$ cat config.mk
export PLATFORM = sky130hd
export DESIGN_NAME = lcd_char_writer_flat
export DESIGN_NICKNAME = d
export VERILOG_FILES = /design/src/rtl/lcd_char_writer_if.sv /design/src/rtl/lcd_char_writer.sv /design/src/flat_wrapper.sv
export SDC_FILE = /design/constraint.sdc
export NUM_CORES = 1
export LEC_CHECK = 0
export ABC_CLOCK_PERIOD_IN_PS = 3000
export CAP_MARGIN = 20
export CORE_ASPECT_RATIO = 1.2
export CORE_MARGIN = 3
export CORE_UTILIZATION = 60
export CTS_CLUSTER_SIZE = 40
export DETAILED_ROUTE_END_ITERATION = 8
export GPL_ROUTABILITY_DRIVEN = 1
export GPL_TIMING_DRIVEN = 0
export PLACE_DENSITY = 0.81
export SLEW_MARGIN = 20
export SYNTH_ARGS = -nofsm -noshare
export SYNTH_HDL_FRONTEND = slang
export SYNTH_SLANG_ARGS = --single-unit
$ cat constraint.sdc
create_clock -name Clock -period 3 [get_ports Clock]
set_clock_uncertainty 0.15 [all_clocks]
set_input_delay 0.9 -clock Clock [delete_from_list [all_inputs] [get_ports Clock]]
set_output_delay 0.9 -clock Clock [all_outputs]
set_load 0.02 [all_outputs]
$ cat src/rtl/lcd_char_writer_if.sv
// Core-to-LCD-writer byte channel plus the HD44780 4-bit write bus driven by the writer.
// Handshake: a byte moves on every clock edge where iData_Ready and oReadyForData are both 1;
// iData only needs to be valid on that cycle, and oReadyForData drops on the following cycle.
interface lcd_char_writer_if;
  logic [7:0] iData;
  logic       iData_Ready;
  logic       oReadyForData;
  logic       oLCD_Enabled;
  logic       oLCD_RegisterSelect;
  logic       oLCD_StrataFlashControl;
  logic       oLCD_ReadWrite;
  logic [3:0] oLCD_Data;

  modport master (
    output iData, iData_Ready,
    input  oReadyForData, oLCD_Enabled, oLCD_RegisterSelect,
           oLCD_StrataFlashControl, oLCD_ReadWrite, oLCD_Data
  );

  modport slave (
    input  iData, iData_Ready,
    output oReadyForData, oLCD_Enabled, oLCD_RegisterSelect,
           oLCD_StrataFlashControl, oLCD_ReadWrite, oLCD_Data
  );
endinterface

$ cat src/rtl/lcd_char_writer.sv
// HD44780 4-bit writer: runs power-on init and configuration itself, then writes each
// accepted byte as two E-strobed nibbles with RS=1.
module lcd_char_writer #(
  parameter int unsigned P_POWERON_CYC = 750000,
  parameter int unsigned P_INIT1_CYC   = 205000,
  parameter int unsigned P_INIT2_CYC   = 5000,
  parameter int unsigned P_CMD_CYC     = 2000,
  parameter int unsigned P_CLEAR_CYC   = 82000,
  parameter int unsigned P_GAP_CYC     = 50,
  parameter int unsigned P_SETUP_CYC   = 2,
  parameter int unsigned P_PULSE_CYC   = 12,
  parameter int unsigned P_CNT_W       = 20
) (
  input  logic              Clock,
  input  logic              Reset,
  lcd_char_writer_if.slave  bus,
  output logic [4:0]        oDebugState
);

  typedef enum logic [2:0] {POWERON_WAIT, INIT_NIB, CFG_BYTE, IDLE, DATA_BYTE} state_t;
  typedef enum logic [1:0] {PH_SETUP, PH_PULSE, PH_HOLD, PH_WAIT} phase_t;
  typedef logic [P_CNT_W-1:0] cnt_t;

  // Count-down loads are N-1 so each wait lasts exactly N cycles.
  localparam cnt_t C_POWERON = cnt_t'(P_POWERON_CYC - 1);
  localparam cnt_t C_INIT1   = cnt_t'(P_INIT1_CYC - 1);
  localparam cnt_t C_INIT2   = cnt_t'(P_INIT2_CYC - 1);
  localparam cnt_t C_CMD     = cnt_t'(P_CMD_CYC - 1);
  localparam cnt_t C_CLEAR   = cnt_t'(P_CLEAR_CYC - 1);
  localparam cnt_t C_GAP     = cnt_t'(P_GAP_CYC - 1);
  localparam cnt_t C_SETUP   = cnt_t'(P_SETUP_CYC - 1);
  localparam cnt_t C_PULSE   = cnt_t'(P_PULSE_CYC - 1);

  state_t     state;
  phase_t     phase;
  cnt_t       cnt;
  logic [1:0] k;
  logic       hiNib;
  logic [7:0] dataByte;

  cnt_t       holdWait;
  logic [7:0] curCfg;
  logic [7:0] nextCfg;
  logic [3:0] nextInitNib;

  function automatic logic [7:0] cfgByte(input logic [1:0] idx);
    case (idx)
      2'd0:    return 8'h28;
      2'd1:    return 8'h06;
      2'd2:    return 8'h0C;
      default: return 8'h01;
    endcase
  endfunction

  function automatic cnt_t initWait(input logic [1:0] idx);
    case (idx)
      2'd0:    return C_INIT1;
      2'd1:    return C_INIT2;
      default: return C_CMD;
    endcase
  endfunction

  // k wraps 3->0, so nextCfg leaving the last init nibble is the first config byte.
  always_comb begin
    curCfg      = cfgByte(k);
    nextCfg     = cfgByte(2'(k + 2'd1));
    nextInitNib = (k == 2'd2) ? 4'h2 : 4'h3;
    holdWait    = C_CMD;
    case (state)
      INIT_NIB: holdWait = initWait(k);
      CFG_BYTE: begin
        if (hiNib)            holdWait = C_GAP;
        else if (k == 2'd3)   holdWait = C_CLEAR;
      end
      DATA_BYTE: if (hiNib)   holdWait = C_GAP;
      default: ;
    endcase
  end

  assign oDebugState = {state, phase};

  always_ff @(posedge Clock) begin
    bus.oLCD_ReadWrite          <= 1'b0;
    bus.oLCD_StrataFlashControl <= 1'b1;
    if (Reset) begin
      state                   <= POWERON_WAIT;
      phase                   <= PH_WAIT;
      cnt                     <= '0;
      k                       <= 2'd0;
      hiNib                   <= 1'b0;
      dataByte                <= 8'h00;
      bus.oLCD_Enabled        <= 1'b0;
      bus.oLCD_RegisterSelect <= 1'b0;
      bus.oLCD_Data           <= 4'h0;
      bus.oReadyForData       <= 1'b0;
    end else begin
      case (state)
        POWERON_WAIT: begin
          if (cnt == C_POWERON) begin
            state         <= INIT_NIB;
            k             <= 2'd0;
            phase         <= PH_SETUP;
            cnt           <= C_SETUP;
            bus.oLCD_Data <= 4'h3;
          end else begin
            cnt <= cnt + 1'b1;
          end
        end
        IDLE: begin
          if (bus.iData_Ready && bus.oReadyForData) begin
            dataByte                <= bus.iData;
            bus.oReadyForData       <= 1'b0;
            state                   <= DATA_BYTE;
            hiNib                   <= 1'b1;
            bus.oLCD_RegisterSelect <= 1'b1;
            phase                   <= PH_SETUP;
            cnt                     <= C_SETUP;
            bus.oLCD_Data           <= bus.iData[7:4];
          end
        end
        default: begin
          // Shared nibble sub-sequence: setup, E pulse, one hold cycle, then the post-write wait.
          case (phase)
            PH_SETUP: begin
              if (cnt == '0) begin
                bus.oLCD_Enabled <= 1'b1;
                phase            <= PH_PULSE;
                cnt              <= C_PULSE;
              end else begin
                cnt <= cnt - 1'b1;
              end
            end
            PH_PULSE: begin
              if (cnt == '0) begin
                bus.oLCD_Enabled <= 1'b0;
                phase            <= PH_HOLD;
              end else begin
                cnt <= cnt - 1'b1;
              end
            end
            PH_HOLD: begin
              bus.oLCD_Data <= 4'h0;
              phase         <= PH_WAIT;
              cnt           <= holdWait;
            end
            default: begin
              if (cnt != '0) begin
                cnt <= cnt - 1'b1;
              end else begin
                case (state)
                  INIT_NIB: begin
                    phase <= PH_SETUP;
                    cnt   <= C_SETUP;
                    k     <= 2'(k + 2'd1);
                    if (k == 2'd3) begin
                      state         <= CFG_BYTE;
                      hiNib         <= 1'b1;
                      bus.oLCD_Data <= nextCfg[7:4];
                    end else begin
                      bus.oLCD_Data <= nextInitNib;
                    end
                  end
                  CFG_BYTE: begin
                    if (hiNib) begin
                      hiNib         <= 1'b0;
                      phase         <= PH_SETUP;
                      cnt           <= C_SETUP;
                      bus.oLCD_Data <= curCfg[3:0];
                    end else if (k == 2'd3) begin
                      state             <= IDLE;
                      bus.oReadyForData <= 1'b1;
                    end else begin
                      k             <= 2'(k + 2'd1);
                      hiNib         <= 1'b1;
                      phase         <= PH_SETUP;
                      cnt           <= C_SETUP;
                      bus.oLCD_Data <= nextCfg[7:4];
                    end
                  end
                  DATA_BYTE: begin
                    if (hiNib) begin
                      hiNib         <= 1'b0;
                      phase         <= PH_SETUP;
                      cnt           <= C_SETUP;
                      bus.oLCD_Data <= dataByte[3:0];
                    end else begin
                      state             <= IDLE;
                      bus.oReadyForData <= 1'b1;
                    end
                  end
                  default: state <= POWERON_WAIT;
                endcase
              end
            end
          endcase
        end
      endcase
    end
  end

endmodule

$ cat src/flat_wrapper.sv
// flat-port wrapper written by rule: the top's interface ports become plain ports
module lcd_char_writer_flat 
#(
  parameter int unsigned P_POWERON_CYC = 750000,
  parameter int unsigned P_INIT1_CYC   = 205000,
  parameter int unsigned P_INIT2_CYC   = 5000,
  parameter int unsigned P_CMD_CYC     = 2000,
  parameter int unsigned P_CLEAR_CYC   = 82000,
  parameter int unsigned P_GAP_CYC     = 50,
  parameter int unsigned P_SETUP_CYC   = 2,
  parameter int unsigned P_PULSE_CYC   = 12,
  parameter int unsigned P_CNT_W       = 20
)
  (Clock, Reset, oDebugState, bus_iData, bus_iData_Ready, bus_oReadyForData, bus_oLCD_Enabled, bus_oLCD_RegisterSelect, bus_oLCD_StrataFlashControl, bus_oLCD_ReadWrite, bus_oLCD_Data);
  lcd_char_writer_if bus_i ();
  input  logic Clock;
  input  logic Reset;
  output logic [4:0] oDebugState;
  input wire logic [$bits(bus_i.iData)-1:0] bus_iData;
  input wire logic [$bits(bus_i.iData_Ready)-1:0] bus_iData_Ready;
  output wire logic [$bits(bus_i.oReadyForData)-1:0] bus_oReadyForData;
  output wire logic [$bits(bus_i.oLCD_Enabled)-1:0] bus_oLCD_Enabled;
  output wire logic [$bits(bus_i.oLCD_RegisterSelect)-1:0] bus_oLCD_RegisterSelect;
  output wire logic [$bits(bus_i.oLCD_StrataFlashControl)-1:0] bus_oLCD_StrataFlashControl;
  output wire logic [$bits(bus_i.oLCD_ReadWrite)-1:0] bus_oLCD_ReadWrite;
  output wire logic [$bits(bus_i.oLCD_Data)-1:0] bus_oLCD_Data;
  assign bus_i.iData = bus_iData;
  assign bus_i.iData_Ready = bus_iData_Ready;
  assign bus_oReadyForData = bus_i.oReadyForData;
  assign bus_oLCD_Enabled = bus_i.oLCD_Enabled;
  assign bus_oLCD_RegisterSelect = bus_i.oLCD_RegisterSelect;
  assign bus_oLCD_StrataFlashControl = bus_i.oLCD_StrataFlashControl;
  assign bus_oLCD_ReadWrite = bus_i.oLCD_ReadWrite;
  assign bus_oLCD_Data = bus_i.oLCD_Data;
  lcd_char_writer #(.P_POWERON_CYC(P_POWERON_CYC), .P_INIT1_CYC(P_INIT1_CYC), .P_INIT2_CYC(P_INIT2_CYC), .P_CMD_CYC(P_CMD_CYC), .P_CLEAR_CYC(P_CLEAR_CYC), .P_GAP_CYC(P_GAP_CYC), .P_SETUP_CYC(P_SETUP_CYC), .P_PULSE_CYC(P_PULSE_CYC), .P_CNT_W(P_CNT_W)) u_core (.Clock(Clock), .Reset(Reset), .bus(bus_i), .oDebugState(oDebugState));
endmodule
==> results of run 1 <==
synthesized netlist by cell type (11+ instances only):
library cell,count,share of area [%]
ha_1,13,4.7
clkbuf_1,32,3.4
a31oi_1,11,2.0
nor3_1,23,3.3
nor2_1,41,4.4
a21oi_1,38,5.4
nand3_1,11,1.6
inv_1,15,1.6
nand4_1,11,2.0
nand2_1,38,4.1
xnor2_1,12,3.0
o21ai_0,32,4.6
dfxtp_1,39,22
xor2_1,13,3.3
layout make-up:
type / count / area share (%)
multi-input cells: 385 / 63.0
well taps: 62 / 1.96
plain buffers: 42 / 4.81
clock buffers: 8 / 2.53
flip-flops and latches: 39 / 19.7
repair buffers: 27 / 6.45
inverters: 16 / 1.52
layer usage:
metal | vias to the layer above | track usage [%] | wire length [µm]
met5 | - | 0 | 0
met4 | 0 | 23.2 | 672
met3 | 62 | 5.40 | 977
met2 | 305 | 59.5 | 5550
met1 | 1862 | 40.7 | 4460
li1 | 1848 | - | -
how the worst max path moves through the flow:
stage	from	endpoint	slack, ns	cells past startpoint
after floorplan	u_core.cnt[12]	u_core.state[0]	0.41	7
after global placement	bus_iData_Ready	u_core.cnt[0]	-0.47	8
after detailed placement	bus_iData_Ready	u_core.cnt[2]	-0.44	8
after CTS	u_core.cnt[9]	u_core.bus.oLCD_Data[0]	0.005	7
after global routing	u_core.cnt[13]	u_core.cnt[9]	0.02	9
final	u_core.state[1]	u_core.cnt[13]	0.09	8
critical path, stage by stage, from the launching register on:
cell and delay (ns):
dfxtp_1 0.53, nor2b_1 0.20, clkbuf_2 0.25, nand4b_1 0.29, o31a_1 0.39, a32oi_4 0.46
buf_4 0.30, a31oi_1 0.09, a31oi_1 0.17
kinds of logic (layout without fill, tap and decap cells):
family	Yosys count	count (layout)	synth area share (%)
mux	5	5	1.43
compound gates	155	155	29.9
other cells	2	2	0.215
flops	39	39	22.4
fa+ha+maj	13	13	4.66
buf+inv	59	93	7.10
xor+xnor	25	25	6.27
simple gates	185	185	28.1
through the flow:
step                utilization (%)  cell area [µm²]  total power [mW]  setup TNS [ns]
floorplan                         -             3490              1.39               0
global placement               69.4             3780              1.64           -7.01
detailed placement             69.4             3780              1.67           -6.20
CTS                            72.0             3920              2.12               0
global route                   72.7             3960              2.29               0
finish                         72.7             3960              2.19               0
power groups by stage:
| stage | Clock, mW | Sequential [mW] | Combinational [mW] |
|---|---|---|---|
| after floorplan | 0 | 0.620 | 0.769 |
| after global placement | 0 | 0.616 | 1.02 |
| after detailed placement | 0 | 0.619 | 1.05 |
| after CTS | 0.405 | 0.607 | 1.11 |
| after global routing | 0.423 | 0.617 | 1.25 |
| final | 0.404 | 0.610 | 1.17 |
sequential cells by signal (all words and copies together), names as in the netlist:
signal	cells
u_core.cnt	20
u_core.bus.oLCD_Data	4
u_core.dataByte	4
u_core.state	3
u_core.k	2
u_core.phase	2
u_core.bus.oLCD_Enabled	1
u_core.bus.oLCD_RegisterSelect	1
u_core.bus.oReadyForData	1
u_core.hiNib	1
repair_timing:
item / in CTS / in global routing
resized for setup: 4 / 9
setup buffers: 4 / 2
pin swaps: 1 / 1
setup endpoints to repair: 23 / 22
==> flow_metrics.tcl, run 1 <==
set metrics [dict create \
    outcome "complete, no violations" \
    antenna_found_initial 0 \
    internal_power_mw 1.22 \
    hold_ws_ns 0.310 \
    vias 4077 \
    dieWidth_um 75.6 \
    multi_input_area_um2 2490 \
    cp_data_required_time_ns 3.08 \
    syn_to_final_growth_pct 13.3 \
    stdcell_count 579 \
    dpl_worst_slack_ns -0.442 \
    cts_tree "done" \
    r2r_cells 8 \
    ir_worst_vdd_mv 0.470 \
    path_clk_slew_ns 0.07 \
    cts_htree_levels 2 \
    max_slew_margin_pct 41.7 \
    layout-drive-gt1-share_pct 8.51 \
    grt_pass1_wl_um 18100 \
    synth-seq-cells 39 \
    reg2reg_slack_ns 0.09 \
    grt_overflow 0 \
    diodes 0 \
    firstDrtPassIters 6 \
    min_from "u_core.dataByte[3]" \
    p_clk_share_pct 18.5 \
    layout_commonest_cell "nor2_1" \
    die_h_um 89.6 \
    setup_slack_ns 0.0907 \
    min_to "u_core.dataByte[3]" \
    gp_congestion 0.998 \
    period_needed_ns 2.91 \
    yosys_warnings 0 \
    wirelength_um 11700 \
    grt_util_all_layers_pct 35.4 \
    mostFrequentLayoutCells "41 x nor2_1, 39 x dfxtp_1, 38 x nand2_1, 38 x a21oi_1, 31 x o21ai_0" \
    maxSlewViolCount 0 \
    clock_path_buffers 2 \
    worstMarginPinSlew_ns 0.873 \
    dp_hpwl_um 8350 \
    grt_max_degree 12 \
    p_sw_share_pct 44.2 \
    ys_seq_area_share_pct 22.4 \
    routedWlPerCell_um 20.1 \
    nNetsFinal 540 \
    port-buffer-count 21 \
    fp-row-count 29 \
    p_sw_uw 966 \
    drt_iter0_drc 510 \
    synth_cell_type_count 71 \
    clockRootBuffer "clkbuf_8" \
    final-hold-violation-count 0 \
    max_freq_ghz 0.344 \
    worstSkewPairLatency_ns 0.30 \
    worstReg2RegStart "u_core.state[1]" \
    leakagePower_nw 1.43 \
    postCtsHoldBufs 0 \
    hold_depth 2 \
    grt_pass1_vias 3766 \
    clock_sinks 39 \
    mappedNetlistNets 507 \
    hold_path_class "register to register" \
    rsz0062_at_grt "false" \
    seqCellArea_um2 781 \
    end_kind "register" \
    synth-main-ff-cell "dfxtp_1" \
    drc 0 \
    ys_async_sr_fraction_pct 0 \
    core-area_um2 5440 \
    arrival_ns 2.99 \
    ant_nets 0 \
    numCtsBuffers 5 \
    seq_power_share_pct 27.9 \
    start_util_pct 64.1 \
    netlist_instances 483 \
    die_area_um2 6770 \
    ioPinCount 25 \
    worstSetupPathType "register to register" \
    synth_area_per_cell_um2 7.23 \
    dp_cells 566 \
    drt-vias-per-instance 7.04 \
    start_kind "register" \
    setup_viol 0 \
    power_density_nw_per_um2 553 \
    synth-edff-count 0 \
    maxCapViolations 0 \
    r2r_end "u_core.cnt[13]" \
    worstPathMaxFanout 10 \
    pwr-share-comb_pct 53.6 \
    nFillCells 451 \
    synth_area_um2 3490 \
    fin_crit_sh_pct 97.0 \
]
Note: power is estimated with default switching activity, not from simulation.
==> inputs of run 2 (changes only) <==
--- a/config.mk
+++ b/config.mk
@@ -5,7 +5,7 @@
 export SDC_FILE = /design/constraint.sdc
 export NUM_CORES = 1
 export LEC_CHECK = 0
-export ABC_CLOCK_PERIOD_IN_PS = 3000
+export ABC_CLOCK_PERIOD_IN_PS = 3100
 export CAP_MARGIN = 20
 export CORE_ASPECT_RATIO = 1.2
 export CORE_MARGIN = 3
@@ -15,6 +15,7 @@
 export GPL_ROUTABILITY_DRIVEN = 1
 export GPL_TIMING_DRIVEN = 0
 export PLACE_DENSITY = 0.81
+export REMOVE_ABC_BUFFERS = 1
 export SLEW_MARGIN = 20
 export SYNTH_ARGS = -nofsm -noshare
 export SYNTH_HDL_FRONTEND = slang
==> constraint.sdc (replaced) <==
create_clock -name Clock -period 3.1 [get_ports Clock]
set_clock_uncertainty 0.15 [all_clocks]
set_input_delay 0.93 -clock Clock [delete_from_list [all_inputs] [get_ports Clock]]
set_output_delay 0.93 -clock Clock [all_outputs]
set_load 0.02 [all_outputs]
==> flow_metrics.tcl, run 2 (same netlist as run 1, synthesis figures left out) <==
set metrics [dict create \
    vias 3727 \
    largest_reg_flops 20 \
    seqCellArea_um2 785 \
    worstSkewPairLatency_ns 0.30 \
    drc 0 \
    nNetsFinal 499 \
    dpl_worst_slack_ns -0.485 \
    cp_data_required_time_ns 3.13 \
    drt-vias-per-instance 6.93 \
    wirelength_um 9740 \
    drt_iter0_drc 402 \
    postCtsHoldBufs 0 \
    stdcell_count 538 \
    path_clk_slew_ns 0.08 \
    layout-drive-gt1-share_pct 6.51 \
    clockRootBuffer "clkbuf_8" \
    hold_path_class "register to register" \
    grt_overflow 0 \
    worstPathMaxFanout 27 \
    dieWidth_um 75.6 \
    power_density_nw_per_um2 534 \
    p_total_mw 2.01 \
    numCtsBuffers 5 \
    grt_pass1_wl_um 15900 \
    antenna_found_initial 0 \
    period_needed_ns 2.92 \
    cts_tree "done" \
    port-buffer-count 22 \
    clock_path_buffers 2 \
    dp_hpwl_um 6670 \
    fp-row-count 29 \
    reg.largest.list "u_core.cnt: 20 flops, u_core.bus.oLCD_Data: 4 flops, u_core.dataByte: 4 flops" \
    die_area_um2 6770 \
    setup_slack_ns 0.178 \
    ir_worst_vdd_mv 0.318 \
    dp_cells 524 \
    end_kind "register" \
    die_h_um 89.6 \
    gp_congestion 0.944 \
    layout_commonest_cell "nor2_1" \
    mostFrequentLayoutCells "40 x nor2_1, 38 x nand2_1, 38 x a21oi_1" \
    firstDrtPassIters 5 \
    setup-tns-final_ns 0 \
    top_register "u_core.cnt" \
    maxSlewViolCount 0 \
    grt_pass1_vias 3277 \
    max_slew_margin_pct 30.3 \
    max_freq_ghz 0.342 \
    grt_util_all_layers_pct 29.8 \
    final-hold-violation-count 0 \
    grt_max_degree 33 \
    cts_htree_levels 2 \
    routedWlPerCell_um 18.1 \
    rsz0062_at_grt "false" \
    syn_to_final_growth_pct 7.99 \
    clock_sinks 39 \
    nFillCells 479 \
    setup_viol 0 \
    diodes 0 \
    leakagePower_nw 1.33 \
    multi_input_area_um2 2480 \
    ant_nets 0 \
    ioPinCount 25 \
    start_kind "input port" \
    start_util_pct 64.1 \
    worstMarginPinSlew_ns 1.05 \
    fin_crit_sh_pct 94.3 \
    arrival_ns 2.95 \
    maxCapViolations 0 \
    worstSetupPathType "input port to register" \
    core-area_um2 5440 \
    outcome "complete, no violations" \
]
## run 2: changes by cell type in the layout (fill, tap and decap cells not counted), sizes merged
cell	change
buf	-11
clkbuf	-31
dlygate4sd2	+1
## run 2: worst paths after layout
path,from,end,slack (ns),cells past startpoint
min reg2reg,u_core.dataByte[1],u_core.dataByte[1],0.31,2
max,Reset,u_core.k[1],0.18,4
max reg2reg,u_core.cnt[11],u_core.bus.oLCD_Data[3],0.21,6
min,u_core.dataByte[1],u_core.dataByte[1],0.31,2
## run 2: layout make-up
class / count / share of cell area, %
Clock buffer: 8 / 2.66
Inverter: 16 / 1.59
Multi-Input combinational cell: 385 / 65.9
Sequential cell: 39 / 20.8
Tap cell: 62 / 2.06
Timing Repair Buffer: 28 / 7.00
## run 2: report_power, final
part           internal [mW]  total [mW]  leakage, nW  switching (mW)
registers              0.542       0.640        0.317          0.0984
logic                  0.397       0.977        0.962           0.579
clock network          0.204       0.397       0.0515           0.194
total                   1.14        2.01         1.33           0.871
## run 2: per-layer routing
layer	track usage [%]	wire [µm]	vias to the layer above
li1	-	-	1771
met1	38.4	4090	1736
met2	49.6	4710	185
met3	3.94	637	35
met4	11.6	306	0
met5	0	0	-
## run 2: worst max-delay path, cell delays in order
cell,delay [ns]
dlygate4sd2_1,0.89
inv_1,0.61
a22oi_1,0.39
o21ai_0,0.12
## run 2: through the flow
stage / util (%) / cell area [µm²] / hold WS, ns
after detailed placement: 66.2 / 3600 / 0.302
final: 69.3 / 3770 / 0.314
after global placement: 66.2 / 3600 / 0.294
after floorplan: - / 3300 / 0.280
after CTS: 68.1 / 3710 / 0.313
after global routing: 69.3 / 3770 / 0.332
## run 2: what timing repair did
| action | in CTS | in global routing |
|---|---|---|
| gates resized for setup | 5 | 6 |
| endpoints found under the setup margin | 23 | 24 |
| pin swaps | 0 | 2 |
| buffers inserted | 0 | 6 |
==> inputs of run 3 (changes only) <==
--- a/config.mk
+++ b/config.mk
@@ -14,7 +14,7 @@
 export DETAILED_ROUTE_END_ITERATION = 8
 export GPL_ROUTABILITY_DRIVEN = 1
 export GPL_TIMING_DRIVEN = 0
-export PLACE_DENSITY = 0.81
+export PLACE_DENSITY = 0.89
 export REMOVE_ABC_BUFFERS = 1
 export SLEW_MARGIN = 20
 export SYNTH_ARGS = -nofsm -noshare
==> flow_metrics.tcl, run 3 (same netlist as run 1, synthesis figures left out) <==
set metrics [dict create \
    outcome "complete, no violations" \
    max_slew_margin_pct 46.8 \
    layout_commonest_cell "nor2_1" \
    path_delay_family "compound AO/OA/AOI/OAI gates" \
    start_kind "input port" \
    layout-drive-gt1-share_pct 7.16 \
    power_density_nw_per_um2 554 \
    clock_path_buffers 2 \
    fin_util_pct 69.7 \
    grt_busiest_layer "met2" \
    fin_crit_sh_pct 97.1 \
    reg.largest.list "u_core.cnt: 20 flops, u_core.bus.oLCD_Data: 4 flops, u_core.dataByte: 4 flops" \
    drt-vias-per-instance 7.04 \
    fp-row-count 29 \
    grt_pass1_vias 3484 \
    ir_worst_vdd_mv 0.311 \
    grt_max_degree 33 \
    rsz0062_at_grt "false" \
    start_util_pct 64.1 \
    syn_to_final_growth_pct 8.64 \
    slowest_stage "a2111oi_0" \
    nNetsFinal 498 \
    setup_slack_ns 0.0898 \
    routedWlPerCell_um 19.4 \
    gp_congestion 0.940 \
    seq_power_share_pct 30.5 \
    die_h_um 89.6 \
    port-buffer-count 22 \
    use_met3_pct 4.72 \
    clockRootBuffer "clkbuf_8" \
    postCtsHoldBufs 0 \
    cp_data_required_time_ns 3.13 \
    gr-usage-met1_pct 40.4 \
    dpl_worst_slack_ns -0.569 \
    numCtsBuffers 5 \
    arrival_ns 3.04 \
    p_sw_share_pct 43.0 \
    top_register "u_core.cnt" \
    leakagePower_nw 1.34 \
    end_kind "register" \
    met2_usage_pct 52.2 \
    hold_path_class "register to register" \
    ioPinCount 25 \
    final-hold-violation-count 0 \
    drt_iter0_drc 456 \
    worstSetupPathType "input port to register" \
    maxSlewViolCount 0 \
    internal_power_mw 1.20 \
    multi_input_area_um2 2500 \
    die_area_um2 6770 \
    setup-tns-final_ns 0 \
    grt_util_all_layers_pct 31.9 \
    path_clk_slew_ns 0.09 \
    largest_reg_flops 20 \
    mostFrequentLayoutCells "40 x nor2_1, 38 x nand2_1, 38 x a21oi_1" \
    setup_viol 0 \
    p_sw_uw 904 \
    worstPathMaxFanout 18 \
    dieWidth_um 75.6 \
    wirelength_um 10400 \
    period_needed_ns 3.01 \
    max_freq_ghz 0.332 \
    firstDrtPassIters 5 \
    path_buf_inv 1 \
    worstMarginPinSlew_ns 0.796 \
    dp_hpwl_um 7130 \
    grt_overflow 0 \
    worstSkewPairLatency_ns 0.30 \
    seqCellArea_um2 785 \
    p_clk_share_pct 22.0 \
    nFillCells 451 \
    pwr-share-comb_pct 47.5 \
    cts_tree "done" \
    ant_nets 0 \
    diodes 0 \
    clock_sinks 39 \
    maxCapViolations 0 \
    cts_htree_levels 2 \
    core-area_um2 5440 \
    vias 3782 \
    cpPeakStageDelay_ns 0.50 \
    drc 0 \
    grt_pass1_wl_um 16800 \
    crit_chain "clkdlybuf4s50_1 > nand2_1 > and3_1 > o21ai_1 > a32oi_4 > a2111oi_0 > a21oi_1" \
    antenna_found_initial 0 \
]
## run 3: final timing paths
path,from,endpoint,slack [ns],depth (start not counted)
hold / removal,u_core.dataByte[1],u_core.dataByte[1],0.31,2
setup / recovery,bus_iData_Ready,u_core.cnt[16],0.09,7
hold reg to reg,u_core.dataByte[1],u_core.dataByte[1],0.31,2
setup reg to reg,u_core.state[1],u_core.cnt[15],0.13,6
## run 3: what timing repair did
| item | 4_1_cts | 5_1_grt |
|---|---|---|
| setup buffers | 0 | 5 |
| setup endpoints to repair | 26 | 21 |
| resized for setup | 8 | 6 |
| pin swaps | 2 | 3 |
| hold endpoints to repair | 0 | 0 |
## run 3: final cells by class
type / instances / share of cell area (%)
Sequential cell: 39 / 20.7
Clock inverter: 2 / 0.924
Timing Repair Buffer: 27 / 6.66
Clock buffer: 6 / 2.18
Multi-Input combinational cell: 385 / 65.9
Inverter: 16 / 1.58
Tap cell: 62 / 2.05
## run 3: through the flow
stage	total power, mW	hold slack (ns)	instance area, µm²	std cells
finish	2.10	0.311	3790	537
global route	2.20	0.332	3790	537
CTS	2.03	0.311	3730	532
detailed placement	1.56	0.298	3600	524
global placement	1.53	0.295	3600	524
floorplan	1.30	0.280	3300	440
## run 3: power groups by stage
stage               sequential (mW)  clock (mW)  combinational [mW]
detailed placement            0.648           0               0.911
finish                        0.641       0.462               0.999
CTS                           0.637       0.461               0.929
global placement              0.642           0               0.887
floorplan                     0.635           0               0.668
global route                  0.653       0.478                1.07
## run 3: worst register-to-register path, stage by stage, from the launching register on
cell and delay, ns:
dfxtp_2 0.66, nor2b_4 0.38, nand4b_1 0.24, o31a_1 0.38, a32oi_4 0.66, nor2_1 0.15
a32o_1 0.25
## run 3: metal layers
metal | wire length [µm] | up-vias
li1 | - | 1767
met5 | 0 | -
met1 | 4160 | 1749
met4 | 316 | 0
met3 | 792 | 33
met2 | 5140 | 233
